### src/rtl/cache_wb_buffer_pkg.sv
// Shared definitions for the cache write-back buffer: bus widths, the
// buffer FSM state encoding and the line-address mask helper.
package cache_wb_buffer_pkg;

  localparam int ADDR_W = 32;
  localparam int WORD_W = 32;
  localparam int LEN_W  = 8;
  localparam int STRB_W = 4;
  localparam int RESP_W = 2;

  typedef enum logic [1:0] {
    WB_IDLE = 2'd0,
    WB_AW   = 2'd1,
    WB_W    = 2'd2,
    WB_B    = 2'd3
  } wb_state_e;

  // Keeps the line-address bits and zeroes the byte offset within a line.
  function automatic logic [ADDR_W-1:0] line_mask(input int offs_w);
    return ~((ADDR_W'(1) << offs_w) - ADDR_W'(1));
  endfunction

endpackage

### src/rtl/cache_wb_buffer_if.sv
// Word-serial burst write channel (AW/W/B) between the write-back buffer
// (master) and the memory controller (slave).
interface cache_wb_buffer_if;
  import cache_wb_buffer_pkg::*;

  logic              aw_valid;
  logic              aw_ready;
  logic [ADDR_W-1:0] aw_addr;
  logic [LEN_W-1:0]  aw_len;
  logic              w_valid;
  logic              w_ready;
  logic [WORD_W-1:0] w_data;
  logic [STRB_W-1:0] w_strb;
  logic              w_last;
  logic              b_valid;
  logic              b_ready;
  logic [RESP_W-1:0] b_resp;

  modport master (
    output aw_valid, aw_addr, aw_len,
    output w_valid, w_data, w_strb, w_last,
    output b_ready,
    input  aw_ready, w_ready, b_valid, b_resp
  );

  modport slave (
    input  aw_valid, aw_addr, aw_len,
    input  w_valid, w_data, w_strb, w_last,
    input  b_ready,
    output aw_ready, w_ready, b_valid, b_resp
  );

endinterface

### src/rtl/cache_wb_buffer.sv
// Single-entry write-back buffer: captures one dirty victim line and sends it
// to memory as one AW/W/B burst, flagging refill conflicts while it holds it.
module cache_wb_buffer
  import cache_wb_buffer_pkg::*;
#(
  parameter int LINE_WORDS = 4,
  parameter int OFFS_W     = 4
) (
  input  logic                         clk,
  input  logic                         reset,
  input  logic                         wb_valid,
  output logic                         wb_ready,
  input  logic [ADDR_W-1:0]            wb_addr,
  input  logic [LINE_WORDS*WORD_W-1:0] wb_line,
  output logic                         busy,
  input  logic [ADDR_W-1:0]            lookup_addr,
  output logic                         lookup_hit,
  output logic                         wb_err,
  cache_wb_buffer_if.master            mem
);

  localparam int                CNT_W     = $clog2(LINE_WORDS);
  localparam logic [ADDR_W-1:0] LINE_MASK = line_mask(OFFS_W);
  localparam logic [CNT_W-1:0]  LAST_BEAT = CNT_W'(LINE_WORDS - 1);

  wb_state_e                   state_q, state_d;
  logic [CNT_W-1:0]            cnt_q, cnt_d;
  logic [ADDR_W-1:0]           addr_q, addr_d;
  logic [LINE_WORDS*WORD_W-1:0] line_q, line_d;
  logic                        wb_err_q, wb_err_d;
  logic [WORD_W-1:0]           held_word [LINE_WORDS];

  for (genvar gi = 0; gi < LINE_WORDS; gi++) begin : g_word
    assign held_word[gi] = line_q[gi*WORD_W +: WORD_W];
  end

  always_ff @(posedge clk) begin
    if (reset) begin
      state_q  <= WB_IDLE;
      cnt_q    <= '0;
      addr_q   <= '0;
      line_q   <= '0;
      wb_err_q <= 1'b0;
    end else begin
      state_q  <= state_d;
      cnt_q    <= cnt_d;
      addr_q   <= addr_d;
      line_q   <= line_d;
      wb_err_q <= wb_err_d;
    end
  end

  always_comb begin
    state_d  = state_q;
    cnt_d    = cnt_q;
    addr_d   = addr_q;
    line_d   = line_q;
    wb_err_d = 1'b0;
    unique case (state_q)
      WB_IDLE: begin
        if (wb_valid) begin
          addr_d  = wb_addr;
          line_d  = wb_line;
          cnt_d   = '0;
          state_d = WB_AW;
        end
      end
      WB_AW: begin
        if (mem.aw_ready) begin
          state_d = WB_W;
        end
      end
      WB_W: begin
        // Counter wraps to zero naturally after the last beat.
        if (mem.w_ready) begin
          cnt_d = cnt_q + CNT_W'(1);
          if (cnt_q == LAST_BEAT) begin
            state_d = WB_B;
          end
        end
      end
      WB_B: begin
        if (mem.b_valid) begin
          state_d  = WB_IDLE;
          wb_err_d = (mem.b_resp != '0);
        end
      end
      default: state_d = WB_IDLE;
    endcase
  end

  assign wb_ready   = (state_q == WB_IDLE);
  assign busy       = (state_q != WB_IDLE);
  assign lookup_hit = busy && ((lookup_addr & LINE_MASK) == (addr_q & LINE_MASK));
  assign wb_err     = wb_err_q;

  assign mem.aw_valid = (state_q == WB_AW);
  assign mem.aw_addr  = addr_q & LINE_MASK;
  assign mem.aw_len   = LEN_W'(LINE_WORDS - 1);
  assign mem.w_valid  = (state_q == WB_W);
  assign mem.w_data   = held_word[cnt_q];
  assign mem.w_strb   = '1;
  assign mem.w_last   = (state_q == WB_W) && (cnt_q == LAST_BEAT);
  assign mem.b_ready  = (state_q == WB_B);

endmodule

### src/flat_wrapper.sv
// flat-port wrapper written by rule: the top's interface ports become plain ports
module cache_wb_buffer_flat import cache_wb_buffer_pkg::*;
#(
  parameter int LINE_WORDS = 4,
  parameter int OFFS_W     = 4
)
  (clk, reset, wb_valid, wb_ready, wb_addr, wb_line, busy, lookup_addr, lookup_hit, wb_err, mem_aw_valid, mem_aw_addr, mem_aw_len, mem_w_valid, mem_w_data, mem_w_strb, mem_w_last, mem_b_ready, mem_aw_ready, mem_w_ready, mem_b_valid, mem_b_resp);
  cache_wb_buffer_if mem_i ();
  input  logic clk;
  input  logic reset;
  input  logic wb_valid;
  output logic wb_ready;
  input  logic [ADDR_W-1:0] wb_addr;
  input  logic [LINE_WORDS*WORD_W-1:0] wb_line;
  output logic busy;
  input  logic [ADDR_W-1:0] lookup_addr;
  output logic lookup_hit;
  output logic wb_err;
  output wire logic [$bits(mem_i.aw_valid)-1:0] mem_aw_valid;
  output wire logic [$bits(mem_i.aw_addr)-1:0] mem_aw_addr;
  output wire logic [$bits(mem_i.aw_len)-1:0] mem_aw_len;
  output wire logic [$bits(mem_i.w_valid)-1:0] mem_w_valid;
  output wire logic [$bits(mem_i.w_data)-1:0] mem_w_data;
  output wire logic [$bits(mem_i.w_strb)-1:0] mem_w_strb;
  output wire logic [$bits(mem_i.w_last)-1:0] mem_w_last;
  output wire logic [$bits(mem_i.b_ready)-1:0] mem_b_ready;
  input wire logic [$bits(mem_i.aw_ready)-1:0] mem_aw_ready;
  input wire logic [$bits(mem_i.w_ready)-1:0] mem_w_ready;
  input wire logic [$bits(mem_i.b_valid)-1:0] mem_b_valid;
  input wire logic [$bits(mem_i.b_resp)-1:0] mem_b_resp;
  assign mem_aw_valid = mem_i.aw_valid;
  assign mem_aw_addr = mem_i.aw_addr;
  assign mem_aw_len = mem_i.aw_len;
  assign mem_w_valid = mem_i.w_valid;
  assign mem_w_data = mem_i.w_data;
  assign mem_w_strb = mem_i.w_strb;
  assign mem_w_last = mem_i.w_last;
  assign mem_b_ready = mem_i.b_ready;
  assign mem_i.aw_ready = mem_aw_ready;
  assign mem_i.w_ready = mem_w_ready;
  assign mem_i.b_valid = mem_b_valid;
  assign mem_i.b_resp = mem_b_resp;
  cache_wb_buffer #(.LINE_WORDS(LINE_WORDS), .OFFS_W(OFFS_W)) u_core (.clk(clk), .reset(reset), .wb_valid(wb_valid), .wb_ready(wb_ready), .wb_addr(wb_addr), .wb_line(wb_line), .busy(busy), .lookup_addr(lookup_addr), .lookup_hit(lookup_hit), .wb_err(wb_err), .mem(mem_i));
endmodule
### config.mk
export PLATFORM = sky130hd
export DESIGN_NAME = cache_wb_buffer_flat
export DESIGN_NICKNAME = d
export VERILOG_FILES = /design/src/rtl/cache_wb_buffer_pkg.sv /design/src/rtl/cache_wb_buffer_if.sv /design/src/rtl/cache_wb_buffer.sv /design/src/flat_wrapper.sv
export SDC_FILE = /design/constraint.sdc
export NUM_CORES = 1
export LEC_CHECK = 0
export ABC_AREA = 1
export BUFFER_PORTS_ARGS = -buffer_cell sky130_fd_sc_hd__clkbuf_2
export CORE_ASPECT_RATIO = 0.8
export CORE_MARGIN = 1
export CORE_UTILIZATION = 49
export DETAILED_ROUTE_END_ITERATION = 10
export PLACE_DENSITY = 0.8
export REMOVE_ABC_BUFFERS = 1
export SYNTH_ARGS = -nofsm -noshare
export SYNTH_HDL_FRONTEND = slang
export SYNTH_SLANG_ARGS = --single-unit
### constraint.sdc
create_clock -name clk -period 1.5 [get_ports clk]
set_input_delay 0.075 -clock clk [delete_from_list [all_inputs] [get_ports clk]]
set_output_delay 0.075 -clock clk [all_outputs]
set_load 0.005 [all_outputs]
==> results of run 1 <==
-- state kept, by name, summed over array words and instances, names as in the netlist --
name	flops
u_core.addr_q	28
u_core.wb_err	1
u_core.line_q	128
u_core.cnt_q	2
u_core.state_q	2
-- final timing paths --
check                    startpoint                  to
setup / recovery  u_core.state_q[0]          lookup_hit
hold / removal         mem_aw_ready   u_core.state_q[1]
setup reg to reg  u_core.state_q[0]  u_core.line_q[107]
hold reg to reg   u_core.line_q[76]   u_core.line_q[76]
-- per-stage QoR --
stage,instances,setup TNS [ns]
after detailed placement,1457,-0.7728
after floorplan,985,-330.41
after global routing,1681,-10.38
after global placement,1457,0
after CTS,1667,-4.267
final,1681,-5.159
-- metal layers --
metal  global-route usage (%)  vias to the layer above  part of all wire, %
met4                    22.17                        0                  5.1
met3                    10.42                      155                  8.5
met1                    38.56                     4169                   38
met2                    60.74                      557                   49
met5                        0                        -                    0
li1                         -                     4248                    -
-- critical path, delay by kind of cell, from the launching register on --
family | cells | cell delay, ns
and+or+nand+nor | 6 | 0.50
buffers and inverters | 3 | 0.22
adders and majority gates | 1 | 0.16
DFF | 1 | 0.35
-- synth_stat cells --
| master | number | area share (%) |
|---|---|---|
| sky130_fd_sc_hd__nor2_1 | 376 | 20 |
| sky130_fd_sc_hd__o21ai_0 | 191 | 13 |
| sky130_fd_sc_hd__dfxtp_1 | 161 | 45 |
| sky130_fd_sc_hd__nand2_1 | 78 | 4.1 |
| sky130_fd_sc_hd__inv_1 | 57 | 3.0 |
| sky130_fd_sc_hd__o21ai_1 | 37 | 2.6 |
| sky130_fd_sc_hd__o22ai_1 | 32 | 2.8 |
| sky130_fd_sc_hd__buf_4 | 29 | 3.0 |
| sky130_fd_sc_hd__clkbuf_1 | 26 | 1.4 |
| sky130_fd_sc_hd__a21oi_1 | 21 | 1.5 |
| sky130_fd_sc_hd__buf_2 | 14 | 0.97 |
| sky130_fd_sc_hd__clkbuf_2 | 14 | 0.97 |
| sky130_fd_sc_hd__ha_1 | 6 | 1.0 |
| sky130_fd_sc_hd__buf_6 | 3 | 0.47 |
| sky130_fd_sc_hd__inv_2 | 3 | 0.16 |
| sky130_fd_sc_hd__conb_1 | 2 | 0.10 |
| sky130_fd_sc_hd__nand4_1 | 2 | 0.17 |
| sky130_fd_sc_hd__xnor2_1 | 2 | 0.24 |
| sky130_fd_sc_hd__buf_1 | 1 | 0.052 |
| sky130_fd_sc_hd__nand2_2 | 1 | 0.087 |
| sky130_fd_sc_hd__nand3_1 | 1 | 0.069 |
| sky130_fd_sc_hd__nor3_1 | 1 | 0.069 |
-- layout make-up --
class	count	area (sq um)
repair buffers	477	3929
inverters	60	276.5
clock buffers	23	488.0
repair inverters	1	11.26
diodes	1	2.502
fillers	838	2474
flip-flops and latches	161	3237
well taps	184	230.2
clock inverters	9	105.1
multi-input cells	765	3593
-- report_power, final --
part	internal (mW)	switching (mW)	total, mW
sequential	5.54	0.872	6.42
clock	2.62	1.74	4.36
combinational	4.48	5.07	9.56
-- cells by family after synthesis --
family / Yosys count / synth area share, %
xor gates and xnor gates: 2 / 0.2426
other: 2 / 0.1040
buffers and inverters: 147 / 9.946
adders and majority gates: 6 / 1.040
and+or+nand+nor: 459 / 24.00
AOI/OAI and AO/OA: 281 / 20.03
DFF: 161 / 44.64
-- timing repair --
item                                    in CTS  in global routing
endpoints found under the hold margin      158                  0
gates cloned                                 9                 12
endpoints found under the setup margin     165                182
setup buffers                               10                  2
gates resized for setup                     79                154
pin swaps                                   22                 20
hold buffers                               159                  0
==> out/metrics.csv, run 1 <==
metric;value;unit
cts_htree_levels;4;
synthesized_instance_count;1058;
antenna_found_initial;2;
timing.max_cap.violations;0;
failed_checks;setup timing;
layout.cells.most_common;sky130_fd_sc_hd__nor2_1;
viasPerCell;5.431;
via_count_of_the_first_global_routing_pass;8730;
critPathKind;reg2out;
layout.cells.most_common_list;sky130_fd_sc_hd__nor2_1, sky130_fd_sc_hd__clkbuf_2, sky130_fd_sc_hd__dlygate4sd3_1;
synth-seq-cells;161;
tritoncts.num_buffers;17;
clock_tree.buffer_depth;2;
die_area;15230;sq um
cellPowerDensity;1713;nW/um^2
global_route.usage.total;35.76;%
postLayoutCellArea;11870;sq um
first_pass_grt_wire_length;42050;um
postLayoutCoreUtil;82.76;%
path_clk_slew;0.06;ns
port_buffer_count;259;
worst_hold_path_type;in2reg;
globalRouteOverflowTotal;0;
place_ws;-0.04036;ns
effective_utilization_at_floorplan;50.33;%
vdd.ir_drop.worst;1.250;mV
timing.final.crit_share;115.8;%
drt_first_pass_iters;5;
route.detailed.wl_per_inst;17.56;um
crit_required;1.42;ns
worstPathArrival;1.66;ns
fmax;0.5756;GHz
timing.reg2reg.worst_path_depth;7;
rsz_0062_raised_after_global_routing;yes;
yosysWarningCount;0;
finalCriticalPeriod;1.737;ns
area_growth;64.43;%
antenna_violating_nets_post_route;0;
synth_cell_types;22;
grt_start_max_net_pins;99;
ios;284;
crit_path_start_kind;flop;
core-area;14350;sq um
average_cell_area_after_synthesis;6.825;sq um
fin_nets;1689;
finClkSkew;0.006073;ns
chipWidth;137.7;um
final-max-slew-violation-count;0;
report.final.hold_viol_count;0;
drt_wl_total;29520;um
result_of_the_run;finished with violations;
finalSetupViolCount;56;
holdPathStages;6;
detailroute.via_count;9129;
fin_ws;-0.2374;ns
synthesis.area;7221;sq um
gp_congestion;0.8439;
worstPathCellList;inv_4 -> ha_4 -> inv_2 -> nand2_2 -> nor2_2 -> nand2_1 -> nor2_2 -> nand2_1 -> nor2_1 -> buf_2;
master_cell_of_the_clock_root_buffer;sky130_fd_sc_hd__clkbuf_16;
critPathMaxStageDelay;0.35;ns
tritoncts;yes;
tritoncts_num_sinks;161;
placed_standard_cell_area;8635;sq um
drt_iter0_drc;764;
drc_errors_left;0;
cellLeakagePower;5.594;nW
rrSetupSlack;-0.08;ns
count_of_standard_cell_rows;39;
final_layout_size_suffix_gt1_share;28.34;%
path_max_fanout;3;
hold_slack;0.1600;ns
cp_slowest_cell;sky130_fd_sc_hd__dfxtp_2;
place_hpwl;13210;um
clkLatencyLatePin;0.42;ns
final_total_power;20.33;mW
synth.yosys.seq_area_share;44.64;%
worstSetupEndpointType;output port;
die_height;110.6;um
Note: power is estimated with default switching activity, not from simulation.
==> inputs of run 2 (changes only) <==
- CORE_ASPECT_RATIO: 0.8 -> not set
==> run 2 against run 1 <==
The run ends with DRC, setup timing left. Clock power up 11%. Routed wire length up 22%. Largest power group unchanged. Setup slack got worse by 0.14 ns. Design area grew 5.1%. Via count grew 9.2%. Hold slack worse by 0.032 ns. Non-clock buffer count is 9 higher. Cell count increased by 0.42%.
==> out/metrics.csv, run 2 (synthesized netlist as in run 1, its figures left out) <==
metric;value;unit
cp_slowest_cell;sky130_fd_sc_hd__o21ai_1;
core-area;14150;sq um
vdd.ir_drop.worst;1.279;mV
largest_registers;u_core.line_q: 128 flops, u_core.addr_q: 28 flops;
result_of_the_run;finished with violations;
worst_hold_path_type;in2reg;
max_flop_register;u_core.line_q;
effective_utilization_at_floorplan;51.03;%
fmax;0.5316;GHz
power.share.combinational;48.0;%
holdPathStages;6;
worstReg2RegEnd;u_core.line_q[100];
port_buffer_count;259;
n_fill_cell;611;
globalRouteOverflowTotal;0;
drt_iter0_drc;1407;
count_of_standard_cell_rows;43;
rrSetupSlack;-0.38;ns
cts_htree_levels;4;
seq_power_share;30.3;%
antenna_violating_nets_post_route;0;
tightest_slew;0.5080;ns
path_max_fanout;37;
drt_first_pass_iters;11;
fin_nets;1698;
route.detailed.wl_per_inst;21.25;um
worstPathArrival;2.19;ns
global_route.usage.total;37.04;%
report.final.hold_viol_count;0;
path_delay_family;buffers and inverters;
place_ws;-0.03161;ns
finalSetupViolCount;72;
largest_reg_flops;128;
internal_power;13.28;mW
failed_checks;DRC, setup timing;
fin_ws;-0.3812;ns
timing.reg2reg.worst_path_depth;8;
holdPathEnd;u_core.cnt_q[1];
worstPathCellList;inv_2 -> ha_4 -> buf_4 -> nand2_8 -> buf_4 -> clkbuf_16 -> o21ai_1 -> nor2_1;
via_count_of_the_first_global_routing_pass;8945;
critPathMaxStageDelay;0.45;ns
tritoncts.num_buffers;17;
crit_path_start_kind;flop;
finClkSkew;0.01941;ns
critPathKind;reg2reg;
wl_met1;11780;um
timing.max_cap.violations;0;
worstSetupEndpointType;flop;
first_pass_grt_wire_length;42970;um
detailroute.via_count;9972;
cellLeakagePower;5.787;nW
tritoncts;yes;
layout.cells.most_common;sky130_fd_sc_hd__nor2_1;
final_total_power;22.15;mW
p_switching;8.863;mW
slew_limit_headroom;65.91;%
clkLatencyLatePin;0.44;ns
viasPerCell;5.908;
clock_tree.buffer_depth;2;
gp_congestion;0.8150;
critical_path_buf_inv_count;4;
ios;284;
chipWidth;123.4;um
finalCriticalPeriod;1.881;ns
final_layout_size_suffix_gt1_share;32.62;%
drc_errors_left;2;
drt_wl_total;35870;um
area_growth;72.83;%
layout.cells.most_common_list;sky130_fd_sc_hd__nor2_1, sky130_fd_sc_hd__clkbuf_2, sky130_fd_sc_hd__dlygate4sd3_1;
timing.final.crit_share;125.4;%
hold_start;mem_w_ready;
tritoncts_num_sinks;161;
die_height;123.4;um
crit_top_cell;sky130_fd_sc_hd__buf_4;
wl_met2;17120;um
grt_start_max_net_pins;85;
crit_required;1.81;ns
final-max-slew-violation-count;0;
path_clk_slew;0.07;ns
antenna_found_initial;5;
place_hpwl;13380;um
master_cell_of_the_clock_root_buffer;sky130_fd_sc_hd__clkbuf_16;
power.switching_fraction;40.02;%
share_clk_of_total_power;21.7;%
die_area;15230;sq um
rsz_0062_raised_after_global_routing;yes;
route.top_layer_used;met5;
regToRegStartpoint;u_core.state_q[1];
cellPowerDensity;1775;nW/um^2
met3_routed_wl;4448;um
[run 2: cell types whose count changed in the layout (fill, tap and decap cells not counted), moves of 6 or more]
cell / change
sky130_fd_sc_hd__buf_12: +6
sky130_fd_sc_hd__buf_2: +8
sky130_fd_sc_hd__clkbuf_2: -8
sky130_fd_sc_hd__o21ai_0: -22
sky130_fd_sc_hd__o21ai_1: -23
sky130_fd_sc_hd__o21ai_2: +28
sky130_fd_sc_hd__o21ai_4: +17
sky130_fd_sc_hd__o22ai_1: -9
sky130_fd_sc_hd__o22ai_2: +9
[run 2: worst max-delay path by stage]
| stage | depth (start not counted) | startpoint | slack (ns) | endpoint |
|---|---|---|---|---|
| after global routing | 8 | u_core.state_q[1] | -0.40 | u_core.line_q[100] |
| after global placement | 6 | u_core.state_q[0] | 0.005 | u_core.line_q[17] |
| final | 8 | u_core.state_q[1] | -0.38 | u_core.line_q[100] |
| after CTS | 10 | u_core.state_q[1] | -0.20 | lookup_hit |
| after floorplan | 6 | u_core.state_q[0] | -2.07 | u_core.addr_q[10] |
| after detailed placement | 6 | u_core.state_q[0] | -0.03 | u_core.line_q[80] |
[run 2: power by group through the flow]
stage	clock [mW]	combinational, mW	sequential [mW]
finish	4.82	10.6	6.71
global route	4.99	11.2	6.79
CTS	4.73	7.82	6.29
detailed placement	0	6.15	6.29
global placement	0	6.04	6.23
floorplan	0	3.54	6.28
[run 2: tightest hold or removal path, stage by stage]
cell and delay [ns]:
sky130_fd_sc_hd__clkbuf_2 0.07, sky130_fd_sc_hd__inv_1 0.03, sky130_fd_sc_hd__nand2_1 0.10, sky130_fd_sc_hd__nand2_1 0.10, sky130_fd_sc_hd__nand2_1 0.07, sky130_fd_sc_hd__a21oi_1 0.06
[run 2: cell type report]
type / count / area [sq um] / area share [%]
Tap cell: 180 / 225.2 / 1.805
Timing Repair inverter: 1 / 11.26 / 0.09023
Antenna cell: 3 / 7.507 / 0.06016
Sequential cell: 161 / 3236 / 25.93
Multi-Input combinational cell: 765 / 3975 / 31.85
Clock buffer: 23 / 488.0 / 3.910
Clock inverter: 9 / 152.6 / 1.223
Inverter: 60 / 259.0 / 2.075
Timing Repair Buffer: 486 / 4125 / 33.06
[run 2: metal layers]
layer / vias to the layer above / GRT usage (%)
li1: 4265 / -
met1: 4538 / 39.41
met2: 877 / 64.84
met3: 288 / 9.456
met4: 4 / 23.64
met5: - / 1.389
[run 2: per-stage QoR]
step | util [%] | setup TNS, ns | std cells | hold WS, ns | cell area (sq um)
3_5_place_dp | 60.90 | -0.06048 | 1448 | 0.2992 | 8617
2_1_floorplan | - | -330.41 | 985 | 0.1441 | 6780
6_report | 88.20 | -8.757 | 1688 | 0.1283 | 12480
5_1_grt | 88.18 | -12.83 | 1687 | 0.1648 | 12480
3_3_place_gp | 60.90 | 0 | 1448 | 0.3010 | 8617
4_1_cts | 81.39 | -3.780 | 1660 | 0.07380 | 11520
[run 2: repair_timing]
action,in CTS,in global routing
hold endpoints to repair,158,0
gates cloned,10,19
endpoints found under the setup margin,63,154
buffers inserted,11,9
pin swaps,23,57
hold buffers,159,0
gates resized for setup,108,237
==> inputs of run 3 (changes only) <==
- ABC_AREA: 1 -> not set
- CORE_UTILIZATION: 49 -> 48
==> run 3 against run 2 <==
The flow finishes with violations (setup timing). Sequential power down 16%. Hold slack worse by 0.060 ns. Total power down 26%. Fmax down 0.48%. Critical endpoint is now lookup_hit. Largest cell class unchanged. Largest power group unchanged.
==> out/metrics.csv, run 3 <==
metric;value;unit
place_hpwl;12430;um
synth_top_area_share;46.68;%
worstPathArrival;1.82;ns
postLayoutCellArea;11230;sq um
tritoncts_num_sinks;161;
synthesis.area;6904;sq um
synthesized_instance_count;815;
fin_nets;1450;
worstSetupEndpointType;output port;
antenna_violating_nets_post_route;0;
dp.cells;1225;
worst_hold_path_type;in2reg;
fin_ws;-0.3902;ns
synth.most_common_cell;sky130_fd_sc_hd__nand2_1;
synth.yosys.seq_area_share;46.68;%
global_route.usage.total;33.25;%
timing.final.crit_share;126.0;%
finish.cell_count_without_fillers;1442;
antenna_found_initial;4;
die_area;14870;sq um
core-area;13930;sq um
placed_standard_cell_area;8457;sq um
layout.cells.most_common;sky130_fd_sc_hd__nand2_1;
final_layout_size_suffix_gt1_share;34.13;%
post_synth_main_area_contributors;sky130_fd_sc_hd__dfxtp_1, sky130_fd_sc_hd__nand2_1, sky130_fd_sc_hd__a21oi_1;
max_flop_register;u_core.line_q;
yosys.area_share.xor_xnor;3.552;%
synth_enable_flop_cells;0;
final-max-slew-violation-count;0;
path_max_fanout;2;
largest_reg_flops;128;
finalCriticalPeriod;1.890;ns
gp_congestion;0.7586;
synth_simple_gate_area_share;19.57;%
master_cell_of_the_clock_root_buffer;sky130_fd_sc_hd__clkbuf_16;
synth_commonest_cells;sky130_fd_sc_hd__nand2_1, sky130_fd_sc_hd__dfxtp_1, sky130_fd_sc_hd__a21oi_1;
port_buffer_count;259;
layout.cells.most_common_list;sky130_fd_sc_hd__nand2_1, sky130_fd_sc_hd__clkbuf_2, sky130_fd_sc_hd__dlygate4sd3_1;
crit_path_start_kind;flop;
cellLeakagePower;4.843;nW
rsz_0062_raised_after_global_routing;yes;
route.detailed.wl_per_inst;18.72;um
clock_tree.buffer_depth;2;
critPathMaxStageDelay;0.33;ns
cp_slowest_cell;sky130_fd_sc_hd__dfxtp_2;
drc_errors_left;0;
synthArstFlopShare;0;%
drt_wl_total;26990;um
yosysWarningCount;0;
vdd.ir_drop.worst;1.142;mV
grt_start_max_net_pins;58;
failed_checks;setup timing;
via_count_of_the_first_global_routing_pass;7950;
synth_compound_area_share;12.32;%
crit_required;1.42;ns
count_of_standard_cell_rows;43;
chipWidth;121.9;um
timing.max_cap.violations;0;
synth-seq-cells;161;
clkLatencyLatePin;0.43;ns
average_cell_area_after_synthesis;8.471;sq um
largest_registers;u_core.line_q: 128 flops, u_core.addr_q: 28 flops;
drt_first_pass_iters;5;
ios;284;
fmax;0.5290;GHz
post-synth-top-area-cell;sky130_fd_sc_hd__dfxtp_1;
most_instantiated_flip_flop_cell_in_the_synthesis_netlist;sky130_fd_sc_hd__dfxtp_1;
finalSetupViolCount;41;
place_ws;-0.1173;ns
tritoncts;yes;
die_height;121.9;um
viasPerCell;5.469;
combinational_family_with_the_most_area_after_synthesis;simple AND/OR/NAND/NOR gates;
worstPathCellList;xor2_1 -> nor4_1 -> nand4_1 -> nor4_2 -> buf_2;
critPathKind;reg2out;
cts_htree_levels;4;
tritoncts.num_buffers;17;
drt_iter0_drc;569;
result_of_the_run;finished with violations;
globalRouteOverflowTotal;0;
cellPowerDensity;1465;nW/um^2
path_clk_slew;0.06;ns
synth_cell_types;29;
area_growth;62.70;%
muxShareOfSynthArea;10.58;%
finClkSkew;0.006297;ns
post_synth_fa_ha_maj_area_fraction;1.087;%
report.final.hold_viol_count;0;
effective_utilization_at_floorplan;49.55;%
detailroute.via_count;7887;
first_pass_grt_wire_length;37500;um
[run 3: cell count changes after synthesis, sizes merged, moves of 32 or more]
cell / change
o22ai: -32
o21ai: -223
nor2: -370
nand2: +236
inv: -57
mux4: +32
a21oi: +137
[run 3: cell families (layout without fill, tap and decap cells)]
logic type,after synthesis,after routing
AOI/OAI and AO/OA,165,165
xor gates and xnor gates,28,28
adders and majority gates,6,6
buffers and inverters,79,507
DFF,161,161
muxes,33,33
other,2,21
and+or+nand+nor,341,341
[run 3: stage by stage]
| stage | power (mW) | hold WS (ns) | utilization [%] | TNS (ns) |
|---|---|---|---|---|
| 2_1_floorplan | 7.487 | 0.1441 | - | -367.82 |
| 6_report | 16.46 | 0.06874 | 80.61 | -10.23 |
| 5_1_grt | 17.19 | 0.06142 | 80.60 | -13.17 |
| 3_3_place_gp | 9.941 | 0.2987 | 60.69 | -0.4397 |
| 3_5_place_dp | 10.08 | 0.3030 | 60.69 | -3.746 |
| 4_1_cts | 15.34 | 0.02809 | 78.17 | -9.214 |
[run 3: worst paths after layout]
path                     startpoint                 to  slack, ns  cells past startpoint
setup reg to reg  u_core.state_q[0]  u_core.state_q[0]      -0.15                      8
hold / removal                reset  u_core.state_q[1]       0.07                      2
setup / recovery  u_core.addr_q[27]         lookup_hit      -0.39                      5
hold reg to reg   u_core.line_q[10]  u_core.line_q[10]       0.46                      2
[run 3: power breakdown]
part / switching [mW] / total [mW] / internal [mW]
Clock: 1.76 / 4.49 / 2.74
Combinational: 3.30 / 6.31 / 3.01
Sequential: 0.527 / 5.65 / 5.12
Total: 5.58 / 16.5 / 10.9
[run 3: worst max-delay path: cells and delay by family (launching register included)]
kind | cells | cell delay, ns
AND/OR/NAND/NOR | 3 | 0.77
buffers and inverters | 1 | 0.15
flip-flops | 1 | 0.33
XOR/XNOR | 1 | 0.14
[run 3: metal layers]
metal | vias to the layer above | wire length [um] | track usage, %
li1 | 3541 | - | -
met1 | 3737 | 9487 | 33.06
met2 | 478 | 13890 | 59.32
met3 | 131 | 2021 | 8.989
met4 | 0 | 1592 | 24.15
met5 | - | 0 | 0
[run 3: final cells by class]
cell class,count,area (sq um)
inverter,3,11.26
timing repair buffer,472,3638
multi-input combinational,589,3500
fill,761,2701
tap,180,225.2
clock buffer,22,474.2
antenna,5,12.51
clock inverter,10,132.6
sequential,161,3239
[run 3: what timing repair did]
item	in CTS	in global routing
buffers inserted	8	5
endpoints found under the setup margin	178	180
cloned	3	7
pin swaps	13	5
hold buffers	159	0
resized for setup	28	49
hold endpoints to repair	157	0
